**src/rtl/cpu_pkg.sv**
```systemverilog
// cpu_pkg: shared RV32I opcodes, ALU codes and sequencer state type
package cpu_pkg;
  localparam logic [6:0] OPCODE_LOAD   = 7'b0000011;
  localparam logic [6:0] OPCODE_STORE  = 7'b0100011;
  localparam logic [6:0] OPCODE_OP_IMM = 7'b0010011;
  localparam logic [6:0] OPCODE_OP     = 7'b0110011;
  localparam logic [6:0] OPCODE_LUI    = 7'b0110111;
  localparam logic [6:0] OPCODE_SYSTEM = 7'b1110011;
  localparam logic [2:0] INSTR_ADD   = 3'b000;
  localparam logic [2:0] INSTR_ADDI  = 3'b000;
  localparam logic [24:0] INSTR_ECALL = 25'd0;
  localparam logic [3:0] ALU_ADD   = 4'h0;
  localparam logic [3:0] ALU_PASSB = 4'hF;
  typedef enum logic [2:0] {FETCH, DECODE, EXEC, MEM, WB, HALT, TRAP} seq_state_t;
endpackage

```
**src/rtl/instr_decode.sv**
```systemverilog
// instr_decode: combinational classifier for the supported RV32I subset
module instr_decode
  import cpu_pkg::*;
(
  input  logic [6:0]  opcode,
  input  logic [2:0]  func3,
  input  logic [24:0] upper,
  output logic        isLoad,
  output logic        isStore,
  output logic        isAddi,
  output logic        isAdd,
  output logic        isLui,
  output logic        isEcall,
  output logic        isIllegal
);
  always_comb begin
    isLoad    = opcode == OPCODE_LOAD;
    isStore   = opcode == OPCODE_STORE;
    isAddi    = opcode == OPCODE_OP_IMM && func3 == INSTR_ADDI;
    isAdd     = opcode == OPCODE_OP && func3 == INSTR_ADD;
    isLui     = opcode == OPCODE_LUI;
    isEcall   = opcode == OPCODE_SYSTEM && upper == INSTR_ECALL;
    isIllegal = !(isLoad || isStore || isAddi || isAdd || isLui || isEcall);
  end
endmodule

```
**src/rtl/multicycle_sequencer.sv**
```systemverilog
// multicycle_sequencer: FETCH/DECODE/EXEC/MEM/WB control FSM with halt, trap and retire counter
module multicycle_sequencer
  import cpu_pkg::*;
#(
  parameter int WORD = 32
) (
  input  logic            clk,
  input  logic            rst_n,
  input  logic [WORD-1:0] instr,
  input  logic            imemReady,
  input  logic            dmemReady,
  output logic            imemReq,
  output logic            irWrite,
  output logic            dmemReq,
  output logic            dmemWe,
  output logic            regWrite,
  output logic            pcWrite,
  output logic            aluSrcImm,
  output logic            wbSelMem,
  output logic [3:0]      ALUControl,
  output logic            halted,
  output logic            illegal,
  output logic [WORD-1:0] instret
);
  seq_state_t      r_state;
  logic [6:0]      r_opcode;
  logic [2:0]      r_func3;
  logic [24:0]     r_upper;
  logic [WORD-1:0] r_instret;
  logic w_load, w_store, w_addi, w_add, w_lui, w_ecall, w_illegal, w_alu_phase;
  instr_decode u_decode (
    .opcode(r_opcode), .func3(r_func3), .upper(r_upper),
    .isLoad(w_load), .isStore(w_store), .isAddi(w_addi), .isAdd(w_add),
    .isLui(w_lui), .isEcall(w_ecall), .isIllegal(w_illegal)
  );
  always_ff @(posedge clk or negedge rst_n)
    if (!rst_n) begin
      r_state   <= FETCH;
      r_opcode  <= '0;
      r_func3   <= '0;
      r_upper   <= '0;
      r_instret <= '0;
    end else
      case (r_state)
        FETCH:
          if (imemReady) begin
            r_state  <= DECODE;
            r_opcode <= instr[6:0];
            r_func3  <= instr[14:12];
            r_upper  <= instr[31:7];
          end
        DECODE: r_state <= w_illegal ? TRAP : w_ecall ? HALT : EXEC;
        EXEC:   r_state <= (w_load || w_store) ? MEM : WB;
        MEM:
          if (dmemReady) begin
            r_state <= w_store ? FETCH : WB;
            if (w_store) r_instret <= r_instret + WORD'(1);
          end
        WB: begin
          r_state   <= FETCH;
          r_instret <= r_instret + WORD'(1);
        end
        default: r_state <= r_state;
      endcase
  // rst_n gating keeps the fetch side quiet while reset holds the FSM in FETCH
  assign w_alu_phase = r_state inside {DECODE, EXEC, MEM, WB};
  assign imemReq     = rst_n && r_state == FETCH;
  assign irWrite     = imemReq && imemReady;
  assign dmemReq     = r_state == MEM;
  assign dmemWe      = dmemReq && w_store;
  assign regWrite    = r_state == WB;
  assign wbSelMem    = regWrite && w_load;
  assign pcWrite     = regWrite || (dmemWe && dmemReady);
  assign aluSrcImm   = w_alu_phase && (w_load || w_store || w_addi || w_lui);
  assign ALUControl  = (w_alu_phase && w_lui) ? ALU_PASSB : ALU_ADD;
  assign halted      = r_state == HALT;
  assign illegal     = r_state == TRAP;
  assign instret     = r_instret;
endmodule

```
**config.mk**
```make
export PLATFORM = sky130hd
export DESIGN_NAME = multicycle_sequencer
export DESIGN_NICKNAME = d
export VERILOG_FILES = /design/src/rtl/cpu_pkg.sv /design/src/rtl/instr_decode.sv /design/src/rtl/multicycle_sequencer.sv
export SDC_FILE = /design/constraint.sdc
export NUM_CORES = 1
export LEC_CHECK = 0
export BUFFER_PORTS_ARGS = -buffer_cell sky130_fd_sc_hd__buf_2
export CAP_MARGIN = 20
export CORE_UTILIZATION = 50
export DETAILED_ROUTE_END_ITERATION = 16
export PLACE_DENSITY = 0.87
export SLEW_MARGIN = 20
export SYNTH_ARGS = -nofsm -noshare
export SYNTH_HDL_FRONTEND = slang
export SYNTH_SLANG_ARGS = --single-unit
```
**constraint.sdc**
```tcl
create_clock -name clk -period 2 [get_ports clk]
set_input_delay 0.2 -clock clk [delete_from_list [all_inputs] [get_ports clk]]
set_output_delay 0.2 -clock clk [all_outputs]
set_load 0.05 [all_outputs]
```
After elaboration in Yosys (flattened, before gate mapping):

Index checks and enable logic that the tools add are counted.

* register bits: 70
* output and inout port bits: 46

* add/sub/neg operators: 1
* eq/ne operators: 15
* mux-type cells: 11
* reduce and logical (&&, ||, !) cells: 26

Operators by type and width (number)
* 2-to-1 mux 32 bit: 2
* case mux 32 bit (2 select lines): 1
* adder 32 x 1 -> 32 bit (second input constant): 1
* zero test 25 bit: 1
* equality test 7 x 6 -> 1 bit (second input constant): 3
* 2-to-1 mux 3 bit: 6
* case mux 3 bit (5 select lines): 1
* logical AND 1 bit: 10
* equality test 3 bit (second input constant): 3
* equality test 7 x 2 -> 1 bit (second input constant): 1
* equality test 7 x 5 -> 1 bit (second input constant): 1
* equality test 7 bit (second input constant): 1
* logical OR 1 bit: 7
* equality test 3 x 2 -> 1 bit (second input constant): 2
* zero test 3 bit: 2
* AND reduction 3 bit: 2
* nonzero test 5 bit: 1
* 2-to-1 mux 4 bit: 1
* inequality test 2 bit (second input constant): 2
* nonzero test 4 bit: 1
* equality test 3 x 1 -> 1 bit (second input constant): 1
* inequality test 2 x 1 -> 1 bit (second input constant): 1
* AND reduction 2 bit: 1
* nonzero test 2 bit: 1

Depth between registers and ports, before layout:

* word-level depth: 8
* depth in mapped cells: 7
* mapped depth without buffers: 5

Modules after synthesis:

From an unflattened synthesis, not the netlist that was laid out.

* cells, all modules: 271
* area, all modules: 3283.1 µm²

Modules (own cells, without submodules)
* multicycle_sequencer: times used 1, cells an instance 246, area an instance 3110.5 µm², sequential area each 1676.6 µm²
* instr_decode: times used 1, cells an instance 25, area an instance 172.7 µm², sequential area each 0.0 µm²

Worst setup path before layout:

No wires, ideal clock.

* path type: register -> output
* start point: reg r_state[2]
* end point: out ALUControl[1]
* arrival time: 2342 ps
* data required time: 1800 ps
* slack: -542 ps
* stages on the path, launching flop included: 6
* buffers on the path: 2
* cell sequence: dfrtp_1 > buf_2 > inv_1 > xnor2_1 > nor3_1 > buf_4

* cells in the longest elaborated chain, start to end: 4

Ends and longest elaborated chain
* start: declaration: RTL line multicycle_sequencer.sv:25 `seq_state_t r_state;`
* start signal: assignment: RTL line multicycle_sequencer.sv:52 `DECODE: r_state <= w_illegal ? TRAP : w_ecall ? HALT : EXEC;`
* start signal: assignment: RTL line multicycle_sequencer.sv:53 `EXEC: r_state <= (w_load || w_store) ? MEM : WB;`
* start signal: assignment: RTL line multicycle_sequencer.sv:56 `r_state <= w_store ? FETCH : WB;`
* equality test 3 x 1 -> 1 bit, or another cell as far along: RTL line multicycle_sequencer.sv:66 `assign w_alu_phase = r_state inside {DECODE, EXEC, MEM, WB};`
* nonzero test 4 bit (*): RTL line multicycle_sequencer.sv:66
* logical AND 1 bit (*): RTL line multicycle_sequencer.sv:75 `assign ALUControl = (w_alu_phase && w_lui) ? ALU_PASSB : ALU_ADD;`
* 2-to-1 mux 4 bit (*): RTL line multicycle_sequencer.sv:75
* end: declaration: RTL line multicycle_sequencer.sv:20 `output logic [3:0] ALUControl,`

Mark *: on every way between the ends. The rest lies on a longest branch, timed or not.

Worst setup path in the final report:

* start point: reg r_opcode[6]
* end point: out dmemWe

* cells in the longest elaborated chain, start to end: 2

Ends and longest elaborated chain
* start: declaration: RTL line multicycle_sequencer.sv:26 `logic [6:0] r_opcode;`
* start signal: assignment: RTL line multicycle_sequencer.sv:48 `r_opcode <= instr[6:0];`
* equality test 7 x 6 -> 1 bit: RTL line instr_decode.sv:18 `isStore = opcode == OPCODE_STORE;`
* logical AND 1 bit: RTL line multicycle_sequencer.sv:70 `assign dmemWe = dmemReq && w_store;`
* end: declaration: RTL line multicycle_sequencer.sv:15 `output logic dmemWe,`

Every way passes these cells.

==> run metrics <==
simple-gate portion of the synthesized area=0.190; Synth Area in Compound Gates=0.0232; post-CTS setup buffers=0; CTS tree=built; slowest stage delay, CP=420 ps; Starting Density=0.522; crit start category=flop; Design Area, Final=3850 µm²; outcome=finished clean; final slew viol count=0; Post-Synth XOR/XNOR Area=0.0897; DR vias/cell=5.44; via count=2354; Die H=81.1 µm; Final Util=0.643; # clock sinks=67; Synth Instances=267; Synth Area in Adders=0.00400; top cell type's share of synthesized area=0.536; CP Buf/Inv Count=1; R2R depth=6; # IOs=82; DRC errors left=0; top post-synthesis cells by area=dfrtp_1 (54%), mux2_2 (12%), xnor2_1 (7.8%), nand4_1 (3.6%), and3_1 (2.2%); dominant cell by count in the synthesized netlist=dfrtp_1; Combinational Power Share=0.337; Clock transition at path regs=70 ps; slowest cell on the critical path=dfrtp_1; first-pass detailed-route iteration total=5; Post-Syn Area=3130 µm²; Area Growth Syn to Fin=23.3%; most area-hungry cell type in the Yosys netlist=dfrtp_1; vias in the first global route=2203; max_slew headroom=0.650; worst path arrival time=1740 ps; die width=81.1 µm; full die area=6570 µm²; number of port buffers=81; Seq/Total Area, Yosys=0.536; VDD IR max=0.766 mV; antenna-violating nets left=0; Clock Latency Late Sink=330 ps; drt initial violations=127; maxcap violations=0; Synth cell types=35; PnR worst setup slack=56.7 ps; final setup vio count=0; WL/cell=15.0 µm; share of power burned in registers=0.436; GRT Resource Usage Total=0.215; initial antenna violation count=0; Internal=3100 µW; CP max FO=4; core region area=5990 µm²; clock buffer depth=2; Post-Layout Cell Count=433; Post-Route WL=6500 µm; hold depth=2; FF+latch count, synth=67; EDFF count, synth=0; sw frac=0.363; htree depth=3; Placed Area=3610 µm²; FP Rows=28; placed cells=416; nets=390; mux contribution to synthesized area=0.122; final hold vios=0; Final Skew=6.33 ps; Crit. End Element=primary output; clk root buf=clkbuf_8; minimum clock period=1940 ps; post-DP HPWL=4730 µm; asr flop ratio synth=1.00; main combinational cell family by area after synthesis=simple AND/OR/NAND/NOR gates; Top delay family on crit path=simple AND/OR/NAND/NOR gates; WS Path Type=flop to primary output; Syn Area/Cell=11.7 µm²; most common library cells after synthesis=dfrtp_1 (67), mux2_2 (33), xnor2_1 (28); Top FF cell, synth=dfrtp_1; measured slew at the worst slew-check pin=526 ps; share of post-route cells with drive strength above 1=0.413; total grt overflow=0; first-pass GRT wire length=10400 µm; period utilisation layout=0.972; critical-path cell list=and4bb_2, and2_1, and3_1, clkbuf_4; switching pwr=1770 µW; unrepaired setup endpoints after global routing=false; setup tns final=0 ps; ANT cells=0; Mapped Nets=304; clock power share=0.227; Hold Crit Class=input port to flop; Leakage=0.00184 µW; routability cong.=0.883; Crit path required time=1800 ps; pin count of the biggest net entering global routing=43; FMAX=515 MHz; Stages on worst setup path=4; pre-CTS WS=186 ps; Ys Warns=0; power density over cell area=1260 nW/µm²; CTS Buf Count=9
[kinds of logic after synthesis]
family,count (synthesis)
AND/OR/NAND/NOR,103
XOR/XNOR,32
buffers and inverters,19
AO/OA/AOI/OAI,11
adder cells (fa/ha/maj),1
multiplexers,34
flip-flops,67
[final timing paths]
kind | from | endpoint | slack, ps
min in group asynchronous | rst_n | r_state[1]$_DFFE_PN0P_ | 450
setup reg to reg | r_opcode[6]$_DFFE_PN0P_ | instret[23]$_DFFE_PN0P_ | 150
setup / recovery | r_opcode[6]$_DFFE_PN0P_ | dmemWe | 60
hold reg to reg | instret[31]$_DFFE_PN0P_ | instret[31]$_DFFE_PN0P_ | 460
max in group asynchronous | rst_n | instret[24]$_DFFE_PN0P_ | 1100
hold / removal | instr[17] | r_upper[10]$_DFFE_PN0P_ | 90
[flip-flops by register name, summed over array words and instances (netlist names)]
register / flops
r_state: 3
instret: 32
r_func3: 2
r_upper: 23
r_opcode: 7
[placed cells by master (no fill, tap or decap), drive strengths merged, types with 4 or more instances in the layout]
| master | instances |
|---|---|
| nand2 | 18 |
| and3 | 11 |
| nor3 | 5 |
| mux2 | 33 |
| and4 | 6 |
| inv | 4 |
| nor4 | 7 |
| clkbuf | 16 |
| nand3 | 13 |
| dfrtp | 67 |
| xnor2 | 28 |
| xor2 | 4 |
| nand4 | 19 |
| nor2 | 8 |
| buf | 85 |
| and2 | 7 |
| o21ai | 4 |
[stage by stage]
step / total power, µW / hold slack, ps
floorplan: 3340 / -95.6
global placement: 3660 / 271
detailed placement: 3730 / 272
CTS: 4850 / 82.7
global route: 5150 / 71.4
finish: 4860 / 93.0
[timing repair]
item,4_1_cts,5_1_grt
pin swaps,0,1
endpoints found under the hold margin,25,0
endpoints found under the setup margin,3,10
resized for setup,3,11
hold buffers,1,0
[metal layers]
layer	global-route usage	share of wire	routed length, µm
met2	0.326	0.48	3140
met1	0.293	0.46	2980
met4	0.0839	0.014	92
met3	0.0562	0.044	285
met5	0	0	0
[power by group through the flow]
stage	Sequential [µW]	Combinational [µW]	Clock, µW
after detailed placement	2120	1610	0
after floorplan	2180	1160	0
after global routing	2180	1770	1200
final	2120	1640	1110
after CTS	2100	1620	1130
after global placement	2100	1560	0
[layout make-up]
class	count	area, µm²
Fill cell	468	2140
Sequential cell	67	1680
Multi-Input combinational cell	181	1380
Timing Repair Buffer	90	492
Clock buffer	12	145
Tap cell	75	93.8
Clock inverter	4	50.0
Inverter	4	15.0
No activity file was read; power rests on OpenSTA's default activity.
